===== src/rtl/ps2_kbd_pkg.sv =====
// Shared definitions for the PS/2 keyboard receiver: status/control bit
// positions, receiver FSM states and the frame parity helper.
package ps2_kbd_pkg;

    typedef enum logic [1:0] {
        RX_IDLE   = 2'd0,
        RX_DATA   = 2'd1,
        RX_PARITY = 2'd2,
        RX_STOP   = 2'd3
    } rx_state_e;

    localparam int unsigned ST_AVAIL = 0;
    localparam int unsigned ST_FULL  = 1;
    localparam int unsigned ST_OVR   = 2;
    localparam int unsigned ST_PERR  = 3;
    localparam int unsigned ST_FERR  = 4;
    localparam int unsigned ST_IEN   = 5;
    localparam int unsigned ST_BUSY  = 6;
    localparam int unsigned ST_IRQ   = 7;

    localparam int unsigned CTL_CLR  = 0;
    localparam int unsigned CTL_IEN  = 7;

    // PS/2 frames use odd parity over the 8 data bits plus the parity bit
    function automatic logic parity_ok(input logic [8:0] bits);
        return ^bits;
    endfunction

endpackage


===== src/rtl/ps2_kbd_rx.sv =====
// PS/2 frame receiver: pin synchronisers, 3-sample glitch filter, falling
// edge detect, frame FSM and mid-frame timeout.
module ps2_rx
    import ps2_kbd_pkg::*;
#(
    parameter int unsigned TIMEOUT_CYC = 8000
) (
    input  logic       clk,
    input  logic       rst_ni,
    input  logic       ps2_clk_i,
    input  logic       ps2_dat_i,
    output logic       byte_valid_o,
    output logic [7:0] byte_o,
    output logic       perr_p_o,
    output logic       ferr_p_o,
    output logic       busy_o
);

    localparam int unsigned TW = $clog2(TIMEOUT_CYC + 1);

    logic [1:0]   clk_sync_q, dat_sync_q;
    logic [1:0]   clk_hist_q, dat_hist_q;
    logic         clk_filt_q, dat_filt_q;
    logic         clk_filt_d, dat_filt_d;
    logic         fall;

    rx_state_e    state_q;
    logic [2:0]   bitcnt_q;
    logic [7:0]   shreg_q;
    logic         par_q;
    logic [TW-1:0] timer_q;
    logic         byte_valid_q, perr_q, ferr_q;

    // A filtered line only moves once three consecutive synced samples agree
    always_comb begin
        clk_filt_d = clk_filt_q;
        dat_filt_d = dat_filt_q;
        if (clk_sync_q[1] == clk_hist_q[0] && clk_hist_q[0] == clk_hist_q[1])
            clk_filt_d = clk_sync_q[1];
        if (dat_sync_q[1] == dat_hist_q[0] && dat_hist_q[0] == dat_hist_q[1])
            dat_filt_d = dat_sync_q[1];
        fall = clk_filt_q & ~clk_filt_d;
    end

    always_ff @(posedge clk or negedge rst_ni) begin
        if (!rst_ni) begin
            clk_sync_q <= '1;
            dat_sync_q <= '1;
            clk_hist_q <= '1;
            dat_hist_q <= '1;
            clk_filt_q <= 1'b1;
            dat_filt_q <= 1'b1;
        end else begin
            clk_sync_q <= {clk_sync_q[0], ps2_clk_i};
            dat_sync_q <= {dat_sync_q[0], ps2_dat_i};
            clk_hist_q <= {clk_hist_q[0], clk_sync_q[1]};
            dat_hist_q <= {dat_hist_q[0], dat_sync_q[1]};
            clk_filt_q <= clk_filt_d;
            dat_filt_q <= dat_filt_d;
        end
    end

    always_ff @(posedge clk or negedge rst_ni) begin
        if (!rst_ni) begin
            state_q      <= RX_IDLE;
            bitcnt_q     <= '0;
            shreg_q      <= '0;
            par_q        <= 1'b0;
            timer_q      <= '0;
            byte_valid_q <= 1'b0;
            perr_q       <= 1'b0;
            ferr_q       <= 1'b0;
        end else begin
            byte_valid_q <= 1'b0;
            perr_q       <= 1'b0;
            ferr_q       <= 1'b0;
            if (fall) begin
                timer_q <= '0;
                unique case (state_q)
                    RX_IDLE: begin
                        if (!dat_filt_q) begin
                            state_q  <= RX_DATA;
                            bitcnt_q <= '0;
                        end
                    end
                    RX_DATA: begin
                        shreg_q  <= {dat_filt_q, shreg_q[7:1]};
                        bitcnt_q <= bitcnt_q + 3'd1;
                        if (bitcnt_q == 3'd7)
                            state_q <= RX_PARITY;
                    end
                    RX_PARITY: begin
                        par_q   <= dat_filt_q;
                        state_q <= RX_STOP;
                    end
                    RX_STOP: begin
                        if (!dat_filt_q)
                            ferr_q <= 1'b1;
                        else if (!parity_ok({par_q, shreg_q}))
                            perr_q <= 1'b1;
                        else
                            byte_valid_q <= 1'b1;
                        state_q <= RX_IDLE;
                    end
                    default: state_q <= RX_IDLE;
                endcase
            end else if (state_q != RX_IDLE) begin
                if (timer_q == TW'(TIMEOUT_CYC - 1)) begin
                    state_q <= RX_IDLE;
                    timer_q <= '0;
                end else begin
                    timer_q <= timer_q + TW'(1);
                end
            end
        end
    end

    assign byte_valid_o = byte_valid_q;
    assign byte_o       = shreg_q;
    assign perr_p_o     = perr_q;
    assign ferr_p_o     = ferr_q;
    assign busy_o       = (state_q != RX_IDLE);

endmodule


===== src/rtl/ps2_kbd.sv =====
// Memory-mapped PS/2 keyboard port: scan-code FIFO, status/control and data
// registers on the 6502 bus, and the IRQ contribution.
module ps2_kbd
    import ps2_kbd_pkg::*;
#(
    parameter int unsigned FIFO_DEPTH  = 8,
    parameter int unsigned TIMEOUT_CYC = 8000
) (
    input  logic       clk,
    input  logic       reset,
    input  logic       cs,
    input  logic       we,
    input  logic       rs,
    input  logic [7:0] din,
    output logic [7:0] dout,
    output logic       irq,
    input  logic       ps2_clk,
    input  logic       ps2_dat
);

    localparam int unsigned AW = $clog2(FIFO_DEPTH);

    logic          rx_valid, rx_perr, rx_ferr, rx_busy;
    logic [7:0]    rx_byte;

    logic [7:0]    mem_q [FIFO_DEPTH];
    logic [AW-1:0] wptr_q, rptr_q, wptr_d, rptr_d;
    logic [AW:0]   count_q, count_d;
    logic          ovr_q, perr_q, ferr_q, ien_q, irq_q;
    logic          ovr_d, perr_d, ferr_d, ien_d, irq_d;
    logic [7:0]    dout_q, dout_d;

    logic          rd_access, ctl_write, avail, full, pop, push_ok, clr;
    logic [7:0]    status;
    logic          unused_din;

    ps2_rx #(
        .TIMEOUT_CYC(TIMEOUT_CYC)
    ) u_rx (
        .clk          (clk),
        .rst_ni       (reset),
        .ps2_clk_i    (ps2_clk),
        .ps2_dat_i    (ps2_dat),
        .byte_valid_o (rx_valid),
        .byte_o       (rx_byte),
        .perr_p_o     (rx_perr),
        .ferr_p_o     (rx_ferr),
        .busy_o       (rx_busy)
    );

    assign unused_din = ^din[6:1];

    always_comb begin
        rd_access = cs & ~we;
        ctl_write = cs & we & ~rs;
        avail     = (count_q != '0);
        full      = (count_q == (AW+1)'(FIFO_DEPTH));
        pop       = rd_access & rs & avail;
        // A pop in the same cycle frees the slot, so a push at full still lands
        push_ok   = rx_valid & (~full | pop);
        clr       = ctl_write & din[CTL_CLR];

        status          = '0;
        status[ST_AVAIL] = avail;
        status[ST_FULL]  = full;
        status[ST_OVR]   = ovr_q;
        status[ST_PERR]  = perr_q;
        status[ST_FERR]  = ferr_q;
        status[ST_IEN]   = ien_q;
        status[ST_BUSY]  = rx_busy;
        status[ST_IRQ]   = irq_q;

        wptr_d  = push_ok ? wptr_q + AW'(1) : wptr_q;
        rptr_d  = pop ? rptr_q + AW'(1) : rptr_q;
        count_d = count_q;
        if (push_ok && !pop)
            count_d = count_q + (AW+1)'(1);
        else if (pop && !push_ok)
            count_d = count_q - (AW+1)'(1);

        ovr_d  = (ovr_q  & ~clr) | (rx_valid & full & ~pop);
        perr_d = (perr_q & ~clr) | rx_perr;
        ferr_d = (ferr_q & ~clr) | rx_ferr;
        ien_d  = ctl_write ? din[CTL_IEN] : ien_q;
        irq_d  = ien_q & (avail | ovr_q | perr_q | ferr_q);

        dout_d = dout_q;
        if (rd_access)
            dout_d = rs ? (avail ? mem_q[rptr_q] : 8'h00) : status;
    end

    always_ff @(posedge clk) begin
        if (push_ok)
            mem_q[wptr_q] <= rx_byte;
    end

    always_ff @(posedge clk or negedge reset) begin
        if (!reset) begin
            wptr_q  <= '0;
            rptr_q  <= '0;
            count_q <= '0;
            ovr_q   <= 1'b0;
            perr_q  <= 1'b0;
            ferr_q  <= 1'b0;
            ien_q   <= 1'b0;
            irq_q   <= 1'b0;
            dout_q  <= '0;
        end else begin
            wptr_q  <= wptr_d;
            rptr_q  <= rptr_d;
            count_q <= count_d;
            ovr_q   <= ovr_d;
            perr_q  <= perr_d;
            ferr_q  <= ferr_d;
            ien_q   <= ien_d;
            irq_q   <= irq_d;
            dout_q  <= dout_d;
        end
    end

    assign dout = dout_q;
    assign irq  = irq_q;

endmodule


===== config.mk =====
export PLATFORM = sky130hd
export DESIGN_NAME = ps2_kbd
export DESIGN_NICKNAME = d
export VERILOG_FILES = /design/src/rtl/ps2_kbd_pkg.sv /design/src/rtl/ps2_kbd_rx.sv /design/src/rtl/ps2_kbd.sv
export SDC_FILE = /design/constraint.sdc
export NUM_CORES = 1
export LEC_CHECK = 0
export BUFFER_PORTS_ARGS = -buffer_cell sky130_fd_sc_hd__buf_2
export CORE_MARGIN = 8
export CORE_UTILIZATION = 35
export DETAILED_ROUTE_END_ITERATION = 12
export GPL_TIMING_DRIVEN = 0
export SETUP_SLACK_MARGIN = 0.4
export SLEW_MARGIN = 20
export SYNTH_ARGS = -nofsm -noshare
export SYNTH_HDL_FRONTEND = slang
export SYNTH_SLANG_ARGS = --single-unit
export TNS_END_PERCENT = 30

===== constraint.sdc =====
create_clock -name clk -period 4.5 [get_ports clk]
set_clock_uncertainty 0.2 [all_clocks]
set_input_delay 0.225 -clock clk [delete_from_list [all_inputs] [get_ports clk]]
set_output_delay 0.225 -clock clk [all_outputs]
set_load 0.01 [all_outputs]

**Word level (Yosys, flattened, before mapping)**

Memory sizes are Yosys's and may differ from the RTL's.
Cells that the tools add are included.

- Add/subtract/negate cells: 6
- Equality and inequality tests: 13
- Muxes and demuxes: 29
- Bitwise operators: 27
- Reductions and logical operators: 18

Operator list:

| kind | number |
|---|---|
| $mux W13 | 3 |
| $mux W8 | 2 |
| $and A1 B1 Y1 | 14 |
| $mux W1 | 14 |
| $add A13 B1 Y13 const B | 1 |
| $eq A13 B13 Y1 const B | 1 |
| $mux W2 | 5 |
| $reduce_bool A2 Y1 | 5 |
| $add A3 B1 Y3 const B | 3 |
| $reduce_xor A9 Y1 | 1 |
| $mux W4 | 2 |
| $pmux W2 S4 | 1 |
| $or A1 B1 Y1 | 7 |
| $ne A3 B3 Y1 const B | 2 |
| $not A1 Y1 | 6 |
| $pmux W3 S2 | 1 |
| $add A4 B1 Y4 const B | 1 |
| $eq A1 B1 Y1 | 4 |
| $eq A2 B2 Y1 const B | 2 |
| $eq A4 B4 Y1 const B | 1 |
| $logic_and A1 B1 Y1 | 4 |
| $reduce_and A2 Y1 | 2 |
| $reduce_and A4 Y1 | 1 |
| $reduce_bool A4 Y1 | 1 |
| 8 further kinds | 9 |

- Bits in registers: 63
- Memory bits (writable): 64
- Bits of input ports: 15
- Output and inout bits: 9
- Word-level logic and storage cells: 117
- Memories kept: 1

Memories:

| name | depth | width | rd ports | clocked after Yosys merged registers in | write ports | line | source |
|---|---|---|---|---|---|---|---|
| mem_q | 8 | 8 | 1 | 0 | 1 | ps2_kbd.sv:26 | `logic [7:0] mem_q [FIFO_DEPTH];` |

**Depth between registers and ports, before layout**

Gate-level depths: netlist of run 1.

- Depth after elaboration: 10
- Depth in mapped cells: 11
- Gate-level depth less buffers: 11

**Modules after synthesis**

Synthesis of run 1 repeated with hierarchy kept, for this count alone.

- Cells, all modules: 373
- Area, all modules: 5,585.4 um^2

Modules (own cells, without submodules):

| module | times used | cells each | area an instance (um^2) | seq. area each (um^2) |
|---|---|---|---|---|
| ps2_kbd | 1 | 204 | 3,584.7 | 2,497.4 |
| ps2_rx | 1 | 169 | 2,000.7 | 1,013.5 |

**Least setup slack after synthesis of run 1**

OpenSTA, ideal clock, no wires.

- Path kind: reg-to-reg
- From: reg count_q[2]
- To: reg count_q[3]
- Setup time: 0.080 ns
- Arrival time: 2.406 ns
- Data required time: 4.220 ns
- Slack: 1.814 ns
- Stages on the path, launching flop included: 11
- Buffers on the path: 1
- Period minus slack after synthesis: 2.686 ns
- Cell sequence: dfrtp_1 > or4_1 > clkbuf_1 > nand3_2 > ha_1 > inv_1 > ha_1 > a21o_1 > a21oi_1 > mux2i_1 > xnor2_1

- Longest elaborated chain between the ends: 7
- Elaborated cells between the ends (all ways): 15
- Classes of those cells: 2 x add/sub; 1 x eq/ne; 2 x mux; 4 x bitwise; 6 x reduce/logical

Ends and longest elaborated chain:

| element | line | source |
|---|---|---|
| from (decl) | ps2_kbd.sv:28 | `logic [AW:0] count_q, count_d;` |
| from (signal assigned) | ps2_kbd.sv:111 | `count_q <= count_d;` |
| $reduce_bool A4 Y1 / $eq A4 B4 Y1 (equally long branches) | ps2_kbd.sv:56, ps2_kbd.sv:57 |  |
| $and A1 B1 Y1 / $not A1 Y1 (equally long branches) | ps2_kbd.sv:58, ps2_kbd.sv:60 |  |
| $or A1 B1 Y1 | ps2_kbd.sv:60 | `push_ok = rx_valid & (~full \| pop);` |
| $and A1 B1 Y1 | ps2_kbd.sv:60 |  |
| $logic_not A1 Y1 | ps2_kbd.sv:78 | `else if (pop && !push_ok)` |
| $logic_and A1 B1 Y1 | ps2_kbd.sv:78 |  |
| $reduce_bool A2 Y1 (no source line) | -- |  |

Several ways; a longest one is shown, not always the timed one. The select of a mux whose other input is x is not followed.
A chain may end at the register's enable or synchronous reset.

**Worst setup path after layout of run 1**

- From: reg count_q[0]
- To: reg count_q[3]

- Longest elaborated chain between the ends: 7
- Elaborated cells between the ends (all ways): 15
- Classes of those cells: 2 x add/sub; 1 x eq/ne; 2 x mux; 4 x bitwise; 6 x reduce/logical

Ends and longest elaborated chain:

| element | line | source |
|---|---|---|
| $reduce_bool A4 Y1 / $eq A4 B4 Y1 (equally long branches) | ps2_kbd.sv:56, ps2_kbd.sv:57 |  |
| $and A1 B1 Y1 / $not A1 Y1 (equally long branches) | ps2_kbd.sv:58, ps2_kbd.sv:60 |  |
| $or A1 B1 Y1 (*) | ps2_kbd.sv:60 |  |
| $and A1 B1 Y1 (*) | ps2_kbd.sv:60 |  |
| via push_ok | ps2_kbd.sv:33 | `logic rd_access, ctl_write, avail, full, pop, push_ok, clr;` |
| $logic_not A1 Y1 | ps2_kbd.sv:78 |  |
| $logic_and A1 B1 Y1 | ps2_kbd.sv:78 |  |
| $reduce_bool A2 Y1 (no source line) | -- |  |

The timed path passes the listed nets; every way through them passes the cells marked *. The select of a mux whose other input is x is not followed.

==> results of run 1 <==
==> power groups by stage <==
stage          logic (W)  registers (W)  clock network (W)
6_report        0.000849        0.00158            0.00137
5_1_grt         0.000957        0.00161            0.00146
4_1_cts         0.000869        0.00159            0.00140
3_5_place_dp    0.000856        0.00161                  0
3_3_place_gp    0.000829        0.00159                  0
2_1_floorplan   0.000638        0.00156                  0
==> area by class of cell <==
| cell class | count | area (um^2) | share of cell area |
|---|---|---|---|
| repair buffers | 26 | 180 | 0.0278 |
| multi-input cells | 216 | 1840 | 0.284 |
| plain buffers | 14 | 60.1 | 0.00927 |
| flip-flops and latches | 127 | 3510 | 0.542 |
| inverters | 11 | 41.3 | 0.00637 |
| clock buffers | 22 | 505 | 0.0780 |
| well taps | 188 | 235 | 0.0363 |
| clock inverters | 10 | 106 | 0.0164 |
==> kinds of logic after synthesis <==
kind of cell    count (synthesis)  share of synthesized area
mux                            39                      0.112
compound gates                 66                     0.0750
flops                         127                      0.647
buf+inv                        25                     0.0187
xor+xnor                       19                     0.0332
simple gates                   79                     0.0821
fa+ha+maj                      13                     0.0314
==> worst register-to-register path: stages, from the launching register on <==
cell     delay (ns)
dfrtp_1        0.46
nor4b_1        0.50
nand2_1        0.12
nand2_1        0.22
inv_1          0.18
ha_1           0.25
inv_1          0.13
ha_1           0.25
a21o_1         0.17
a21oi_1        0.17
mux2i_1        0.24
xnor2_1        0.14
==> synthesized netlist by cell type (4+ instances only) <==
| cell | count | share of area |
|---|---|---|
| nand3_1 | 6 | 0.0055 |
| dfrtp_1 | 53 | 0.24 |
| buf_2 | 6 | 0.0055 |
| mux2_2 | 15 | 0.031 |
| xnor2_1 | 14 | 0.023 |
| nor3_1 | 5 | 0.0046 |
| clkbuf_1 | 7 | 0.0048 |
| dfstp_2 | 10 | 0.048 |
| mux4_2 | 16 | 0.066 |
| xor2_1 | 4 | 0.0065 |
| o22ai_1 | 6 | 0.0069 |
| nand2_1 | 17 | 0.012 |
| nor2b_1 | 4 | 0.0046 |
| or4_1 | 5 | 0.0069 |
| nor2_1 | 19 | 0.013 |
| inv_1 | 11 | 0.0076 |
| o21ai_0 | 17 | 0.016 |
| o31ai_1 | 4 | 0.0055 |
| a21o_1 | 4 | 0.0055 |
| a21oi_1 | 22 | 0.020 |
| edfxtp_1 | 64 | 0.35 |
| ha_1 | 12 | 0.028 |
| mux2i_1 | 8 | 0.015 |
==> state kept, by name (all words and copies together) (netlist names), 2 cells and up <==
| name | cells |
|---|---|
| mem_q | 64 |
| u_rx.timer_q | 13 |
| dout | 8 |
| u_rx.byte_o | 8 |
| count_q | 4 |
| rptr_q | 3 |
| u_rx.bitcnt_q | 3 |
| wptr_q | 3 |
| u_rx.clk_hist_q | 2 |
| u_rx.clk_sync_q | 2 |
| u_rx.dat_hist_q | 2 |
| u_rx.dat_sync_q | 2 |
| u_rx.state_q | 2 |
==> layer usage <==
| layer | routed length (um) | global-route usage | up-vias |
|---|---|---|---|
| li1 | - | - | 1487 |
| met1 | 4900 | 0.147 | 1633 |
| met2 | 5040 | 0.183 | 49 |
| met3 | 456 | 0.0387 | 16 |
| met4 | 213 | 0.0526 | 0 |
| met5 | 0 | 0 | - |
==> per-stage QoR <==
step,instance area (um^2),setup slack [ns],power [W]
finish,6480,1.38,0.00381
floorplan,5420,1.81,0.00220
global placement,5740,1.42,0.00242
global route,6480,1.19,0.00403
CTS,6480,1.39,0.00386
detailed placement,5810,1.47,0.00246
==> path summary, 6_finish.rpt <==
| path | from | end | slack (ns) |
|---|---|---|---|
| max | count_q[0] | count_q[3] | 1.38 |
| min | reset | u_rx.timer_q[10] | 0.08 |
| max reg2reg | count_q[0] | count_q[3] | 1.38 |
| min reg2reg | u_rx.dat_sync_q[0] | u_rx.dat_sync_q[1] | 0.15 |
| max in group asynchronous | reset | u_rx.dat_filt_q | 3.43 |
| min in group clk | we | ien_q | 0.10 |
==> repair_timing <==
action	in CTS	in global routing
setup buffers	0	0
endpoints found under the hold margin	61	0
endpoints found under the setup margin	0	0
hold buffers	6	0
==> flow_summary.yaml, run 1 <==
floorplan:
  die_area_um2: 19700
  core-area_um2: 15200
  initial_core_util: 0.357
  rows: 45
  io_pins: 24
  die_y_um: 140
  die_w_um: 140
cells_and_area:
  final_common_cell: "edfxtp_1"
  final_nets: 441
  drive_gt1_frac: 0.258
  antenna_cells: 0
  layout_common_cells: "64 x edfxtp_1, 53 x dfrtp_1, 23 x buf_2, 22 x a21oi_1, 19 x nor2_1"
  nFillCells: 1374
  fin_util: 0.426
  stdcell_count: 614
  area_growth_pct: 19.4
min_path:
  worstHoldPathType: "in -> async"
place:
  portBuffers: 17
  post-dp-hpwl_mm: 7.14
  gp_congestion: 0.790
  place_inst: 576
pwr:
  power_density_nw_per_um2: 588
  clockPowerShare: 0.361
  swShare: 0.283
  ir_worst_vdd_uv: 302
  p_seq_frac: 0.416
  p_comb_frac: 0.223
  power_leakage_nw: 2.52
  p_int_w: 0.00273
  switchingPower_w: 0.00108
route:
  routedWlPerCell_um: 17.3
  routed_wl_mm: 10.6
  firstDrtPassIters: 4
  ant_nets: 0
  vias: 3185
  drc: 0
  drtIter0Drc: 184
  drt-vias-per-instance: 5.19
timing:
  drv_slew: 0
  relSlewSlack: 0.385
  fin_crit_sh: 0.693
  rsz0062_at_grt: "false"
  worstMarginPinSlew_ns: 0.918
  fin_crit_ns: 3.12
  setup_viol: 0
  finalHoldViolCount: 0
  fmax_mhz: 321
  hold_slack_ns: 0.0759
  tns_ns: 0
worst_setup_path:
  start_kind: "flop"
  critPathMaxStageDelay_ns: 0.50
  crit_required_ns: 4.63
  crit_path_end_kind: "flop"
  cp_cell_sequence: "nor4b_1, nand2_1, nand2_1, inv_1, ha_1, inv_1, ha_1, a21o_1, a21oi_1, mux2i_1, xnor2_1"
  cp_slowest_cell: "nor4b_1"
  crit_type: "reg -> reg"
  crit_cells: 11
  reg2reg_depth: 11
  arrival_ns: 3.25
  critPathMaxFanout: 6
  cp_top_family: "simple AND/OR/NAND/NOR gates"
  cp_num_buf_inv: 2
clocking:
  cts-root-buf: "clkbuf_16"
  cts_tree: "built"
  clkSlewWorstSetupHoldPaths_ns: 0.06
  cts.sinks: 127
  ctsResizeCount: 0
  clockBufferDepth: 2
  worstSkewPairLatency_ns: 0.41
  h-tree-depth: 4
  numCtsBuffers: 17
synth:
  syn_area_um2: 5420
  yosysSeqAreaShare: 0.647
  synth-edff-count: 64
  synth_fp_nets: 396
  syn_inst: 368
  synthDistinctLibCells: 52
  synth_flop_cell: "edfxtp_1"
  ys_seq_elements: 127
  ys_warn_count: 0
  syn_area_per_cell_um2: 14.7
  ys_async_sr_fraction: 0.496
grt:
  grt_overflow: 0
  grt_max_degree: 40
  grt_first_pass_wirelength_mm: 17.9
  grt_pass1_vias: 3368
  antenna_found_initial: 0
  grt_usage: 0.118
run_status:
  status: "finished clean"
run:
  cap_violations: 0
No activity file was read; power rests on OpenSTA's default activity.
==> run 2, diff against run 1 <==
==> constraint.sdc (replaced) <==
create_clock -name clk -period 3 [get_ports clk]
set_clock_uncertainty 0.2 [all_clocks]
set_input_delay 0.15 -clock clk [delete_from_list [all_inputs] [get_ports clk]]
set_output_delay 0.15 -clock clk [all_outputs]
set_load 0.01 [all_outputs]
==> run 2 against run 1 <==
  * Via count rose by 1.3%
  * Register-to-register slack got worse by 0.91 ns
  * Worst hold slack got worse by 0.039 ns
  * Clock-buffer cell count down 3
  * Final area grew 1.1%
  * First-iteration DRC count up 40%
  * Setup slack worse by 0.91 ns
  * Critical endpoint unchanged
  * Largest cell class unchanged
==> flow_summary.yaml, run 2 (synthesis results as in run 1) <==
cells_and_area:
  drive_gt1_frac: 0.294
  stdcell_count: 620
  area_growth_pct: 20.7
  largest_register_ffs: 64
  reg_top3: "mem_q x64, u_rx.timer_q x13"
  layout_common_cells: "64 x edfxtp_1, 50 x dfrtp_1, 22 x buf_2, 21 x a21oi_1, 19 x nor2_1"
  fin_util: 0.431
  fin_area_um2: 6550
  antenna_cells: 0
  nFillCells: 1326
  final_common_cell: "edfxtp_1"
  final_nets: 447
  largest-register: "mem_q"
timing:
  setup_viol: 0
  relSlewSlack: 0.407
  finalHoldViolCount: 0
  drv_slew: 0
  fin_crit_sh: 0.841
  rsz0062_at_grt: "true"
  worstMarginPinSlew_ns: 0.887
  hold_slack_ns: 0.0366
  fin_crit_ns: 2.52
  tns_ns: 0
  fmax_mhz: 396
run_status:
  status: "finished clean"
grt:
  grt_pass1_vias: 3332
  grt_overflow: 0
  grt_max_degree: 64
  antenna_found_initial: 0
  grt_usage: 0.118
  grt_first_pass_wirelength_mm: 17.8
route:
  drtIter0Drc: 257
  firstDrtPassIters: 4
  ant_nets: 0
  drt-vias-per-instance: 5.20
  routedWlPerCell_um: 17.4
  vias: 3226
  drc: 0
  routed_wl_mm: 10.8
pwr:
  ir_worst_vdd_uv: 479
  power_density_nw_per_um2: 872
  power_leakage_nw: 2.54
floorplan:
  io_pins: 24
  die_y_um: 140
  die_w_um: 140
  core-area_um2: 15200
  initial_core_util: 0.357
  die_area_um2: 19700
  rows: 45
worst_setup_path:
  crit_path_end_kind: "flop"
  start_kind: "flop"
  crit_required_ns: 3.13
  cp_cell_sequence: "or4_4, clkbuf_8, nand3_4, ha_4, inv_4, ha_4, a21o_1, a21oi_2, mux2i_1, xnor2_1"
  critPathMaxFanout: 4
  arrival_ns: 2.66
  cp_slowest_cell: "or4_4"
  crit_type: "reg -> reg"
  cp_top_family: "simple AND/OR/NAND/NOR gates"
  crit_top_cell: "ha_4"
  cp_num_buf_inv: 2
  critPathMaxStageDelay_ns: 0.51
place:
  place_inst: 577
  post-dp-hpwl_mm: 7.25
  gp_congestion: 0.739
  portBuffers: 17
  dpl-instance-area_um2: 5840
clocking:
  clockBufferDepth: 2
  clkSlewWorstSetupHoldPaths_ns: 0.05
  cts_tree: "built"
  cts.sinks: 127
  cts-root-buf: "clkbuf_16"
  numCtsBuffers: 17
  worstSkewPairLatency_ns: 0.42
  h-tree-depth: 4
run:
  cap_violations: 0
min_path:
  worstHoldPathType: "in -> reg"
==> run 2: worst reg2reg max path: stages, from the launching register on <==
cell and delay [ns]:
dfrtp_2 0.43, or4_4 0.51, clkbuf_8 0.15, nand3_4 0.06, ha_4 0.15, inv_4 0.05, ha_4 0.20, a21o_1 0.16
a21oi_2 0.13, mux2i_1 0.24, xnor2_1 0.15
==> run 2: through the flow <==
stage               total power [W]  setup slack, ns
floorplan                   0.00332            0.413
global placement            0.00364          -0.0381
detailed placement          0.00372          -0.0425
CTS                         0.00575            0.459
global route                0.00602            0.385
finish                      0.00571            0.477
==> run 2: final timing paths <==
path / from / endpoint / slack (ns) / depth (start not counted)
max: count_q[2] / count_q[3] / 0.48 / 10
max in group asynchronous: reset / count_q[2] / 1.87 / 2
min in group asynchronous: reset / u_rx.timer_q[8] / 0.16 / 2
min: we / ien_q / 0.04 / 3
min reg2reg: u_rx.dat_sync_q[0] / u_rx.dat_sync_q[1] / 0.15 / 0
max reg2reg: count_q[2] / count_q[3] / 0.48 / 10
==> run 2: where the power goes <==
group | internal (W) | switching, W
clock network | 0.00123 | 0.000712
registers | 0.00211 | 0.000266
logic | 0.000707 | 0.000682
total | 0.00405 | 0.00166
==> run 2: metal layers <==
layer / part of all wire / vias up / GRT usage
met2: 0.50 / 51 / 0.193
met5: 0 / - / 0
li1: - / 1500 / -
met1: 0.45 / 1664 / 0.142
met3: 0.035 / 11 / 0.0377
met4: 0.015 / 0 / 0.0475
==> run 2: what timing repair did <==
action / in CTS / in global routing
pin swaps: 6 / 2
gates cloned: 0 / 0
gates resized for setup: 10 / 3
hold buffers: 6 / 0
setup endpoints to repair: 19 / 9
setup buffers: 4 / 1
endpoints found under the hold margin: 61 / 0
==> run 2: layout make-up <==
type / instances / area, um^2 / share of cell area
inverter: 11 / 43.8 / 0.00669
timing repair buffer: 32 / 215 / 0.0329
sequential: 127 / 3510 / 0.537
clock buffer: 19 / 443 / 0.0677
clock inverter: 13 / 121 / 0.0185
tap: 188 / 235 / 0.0359
multi-input combinational: 216 / 1900 / 0.291
buffer: 14 / 70.1 / 0.0107
==> run 3, diff against run 2 <==
==> constraint.sdc (replaced) <==
create_clock -name clk -period 2.5 [get_ports clk]
set_clock_uncertainty 0.2 [all_clocks]
set_input_delay 0.125 -clock clk [delete_from_list [all_inputs] [get_ports clk]]
set_output_delay 0.125 -clock clk [all_outputs]
set_load 0.01 [all_outputs]
==> run 3 against run 2 <==
  * Wire length increased by 5.7%
  * Clock-buffer cell count increased by 4
  * Non-clock buffer count increased by 15
  * First-iteration DRC count increased by 11%
  * Core utilization increased by 2.3 points
  * Setup slack got worse by 0.45 ns
  * Sequential power increased by 21%
  * Register-to-register slack got worse by 0.45 ns
  * Power increased by 24%
  * Global-route usage about the same
  * Die area unchanged
  * Via count increased by 1.9%
  * Largest cell class unchanged
  * Highest routed layer unchanged
==> flow_summary.yaml, run 3 (synthesis results as in run 1) <==
floorplan:
  rows: 45
  die_y_um: 140
  die_w_um: 140
  die_area_um2: 19700
  initial_core_util: 0.357
  io_pins: 24
  core-area_um2: 15200
timing:
  fmax_mhz: 404
  worstMarginPinSlew_ns: 0.822
  finalHoldViolCount: 0
  rsz0062_at_grt: "true"
  hold_slack_ns: 0.0182
  fin_crit_sh: 0.991
  setup_viol: 0
  drv_slew: 0
  timing.final.ws_setup_ns: 0.0234
  fin_crit_ns: 2.48
  relSlewSlack: 0.450
  tns_ns: 0
cells_and_area:
  largest-register: "mem_q"
  stdcell_count: 636
  layout_common_cells: "64 x edfxtp_1, 49 x dfrtp_1, 20 x buf_2, 18 x clkbuf_16, 18 x buf_4"
  final_common_cell: "edfxtp_1"
  reg_top3: "mem_q x64, u_rx.timer_q x13"
  drive_gt1_frac: 0.348
  fin_area_um2: 6900
  area_growth_pct: 27.2
  final_nets: 463
  largest_register_ffs: 64
  antenna_cells: 0
worst_setup_path:
  cp_slowest_cell: "or4_4"
  cp_top_family: "simple AND/OR/NAND/NOR gates"
  start_kind: "flop"
  critPathMaxFanout: 4
  arrival_ns: 2.61
  crit_path_end_kind: "flop"
  critPathMaxStageDelay_ns: 0.53
  cp_num_buf_inv: 2
  crit_type: "reg -> reg"
  crit_top_cell: "ha_4"
  cp_cell_sequence: "or4_4, buf_8, nand3_4, ha_4, inv_4, ha_4, a21o_1, a21oi_2, mux2i_1, xnor2_1"
  crit_required_ns: 2.64
place:
  place_inst: 578
  dpl-instance-area_um2: 5870
  gp_congestion: 0.733
  post-dp-hpwl_mm: 7.31
  pre_cts_slack_ns: -0.274
  portBuffers: 17
route:
  ant_nets: 0
  firstDrtPassIters: 4
  drc: 0
  drtIter0Drc: 284
  drt-vias-per-instance: 5.17
  routedWlPerCell_um: 17.9
  vias: 3288
  routed_wl_mm: 11.4
grt:
  grt_usage: 0.118
  grt_pass1_vias: 3368
  antenna_found_initial: 0
  grt_max_degree: 37
  grt_overflow: 0
  grt_first_pass_wirelength_mm: 17.9
pwr:
  power_leakage_nw: 2.63
  ir_worst_vdd_uv: 438
  power_density_nw_per_um2: 1030
run:
  cap_violations: 0
clocking:
  h-tree-depth: 4
  cts-root-buf: "clkbuf_16"
  cts_tree: "built"
  clockBufferDepth: 2
  clkSlewWorstSetupHoldPaths_ns: 0.05
  worstSkewPairLatency_ns: 0.41
  numCtsBuffers: 17
  cts.sinks: 127
run_status:
  status: "finished clean"
min_path:
  worstHoldPathType: "in -> async"
## run 3: final timing paths
kind,cells after the start,slack [ns],startpoint,end
min,3,0.02,reset,u_rx.timer_q[3]
min in group clk,4,0.02,rs,count_q[0]
max,10,0.02,count_q[2],count_q[3]
max in group asynchronous,3,0.81,reset,count_q[0]
min reg2reg,0,0.15,u_rx.clk_sync_q[0],u_rx.clk_sync_q[1]
max reg2reg,10,0.02,count_q[2],count_q[3]
## run 3: final cells by class
| type | instances | area [um^2] |
|---|---|---|
| fill | 1312 | 8300 |
| buffer | 14 | 97.6 |
| sequential | 127 | 3520 |
| timing repair buffer | 47 | 375 |
| multi-input combinational | 217 | 2070 |
| clock buffer | 23 | 468 |
| inverter | 11 | 46.3 |
| clock inverter | 9 | 91.3 |
| tap | 188 | 235 |
## run 3: per-layer routing
metal  wire length (um)  vias to the layer above  GRT usage  share of wire
li1                   -                     1535          -              -
met1               5050                     1673      0.144           0.44
met2               5630                       65      0.191           0.49
met3                506                       15     0.0377          0.044
met4                199                        0     0.0458          0.017
met5                  0                        -          0              0
## run 3: through the flow
step	total power, W	util
after floorplan	0.00401	-
final	0.00707	0.454
after detailed placement	0.00447	0.386
after global placement	0.00438	0.382
after global routing	0.00742	0.454
after CTS	0.00699	0.442
## run 3: tightest hold or removal path: stages
cell and delay [ns]:
dlygate4sd3_1 0.53, buf_4 0.13, buf_12 0.21
## run 3: repair_timing
action	in CTS	in global routing
setup buffers	5	10
cloned	0	2
resized for setup	40	15
pin swaps	15	8
hold endpoints to repair	61	0
endpoints found under the setup margin	63	64
hold buffers	9	0
## run 3: power by group
part | internal (W) | switching (W) | total, W
Combinational | 0.000977 | 0.000874 | 0.00185
Sequential | 0.00254 | 0.000348 | 0.00289
Clock | 0.00150 | 0.000836 | 0.00234
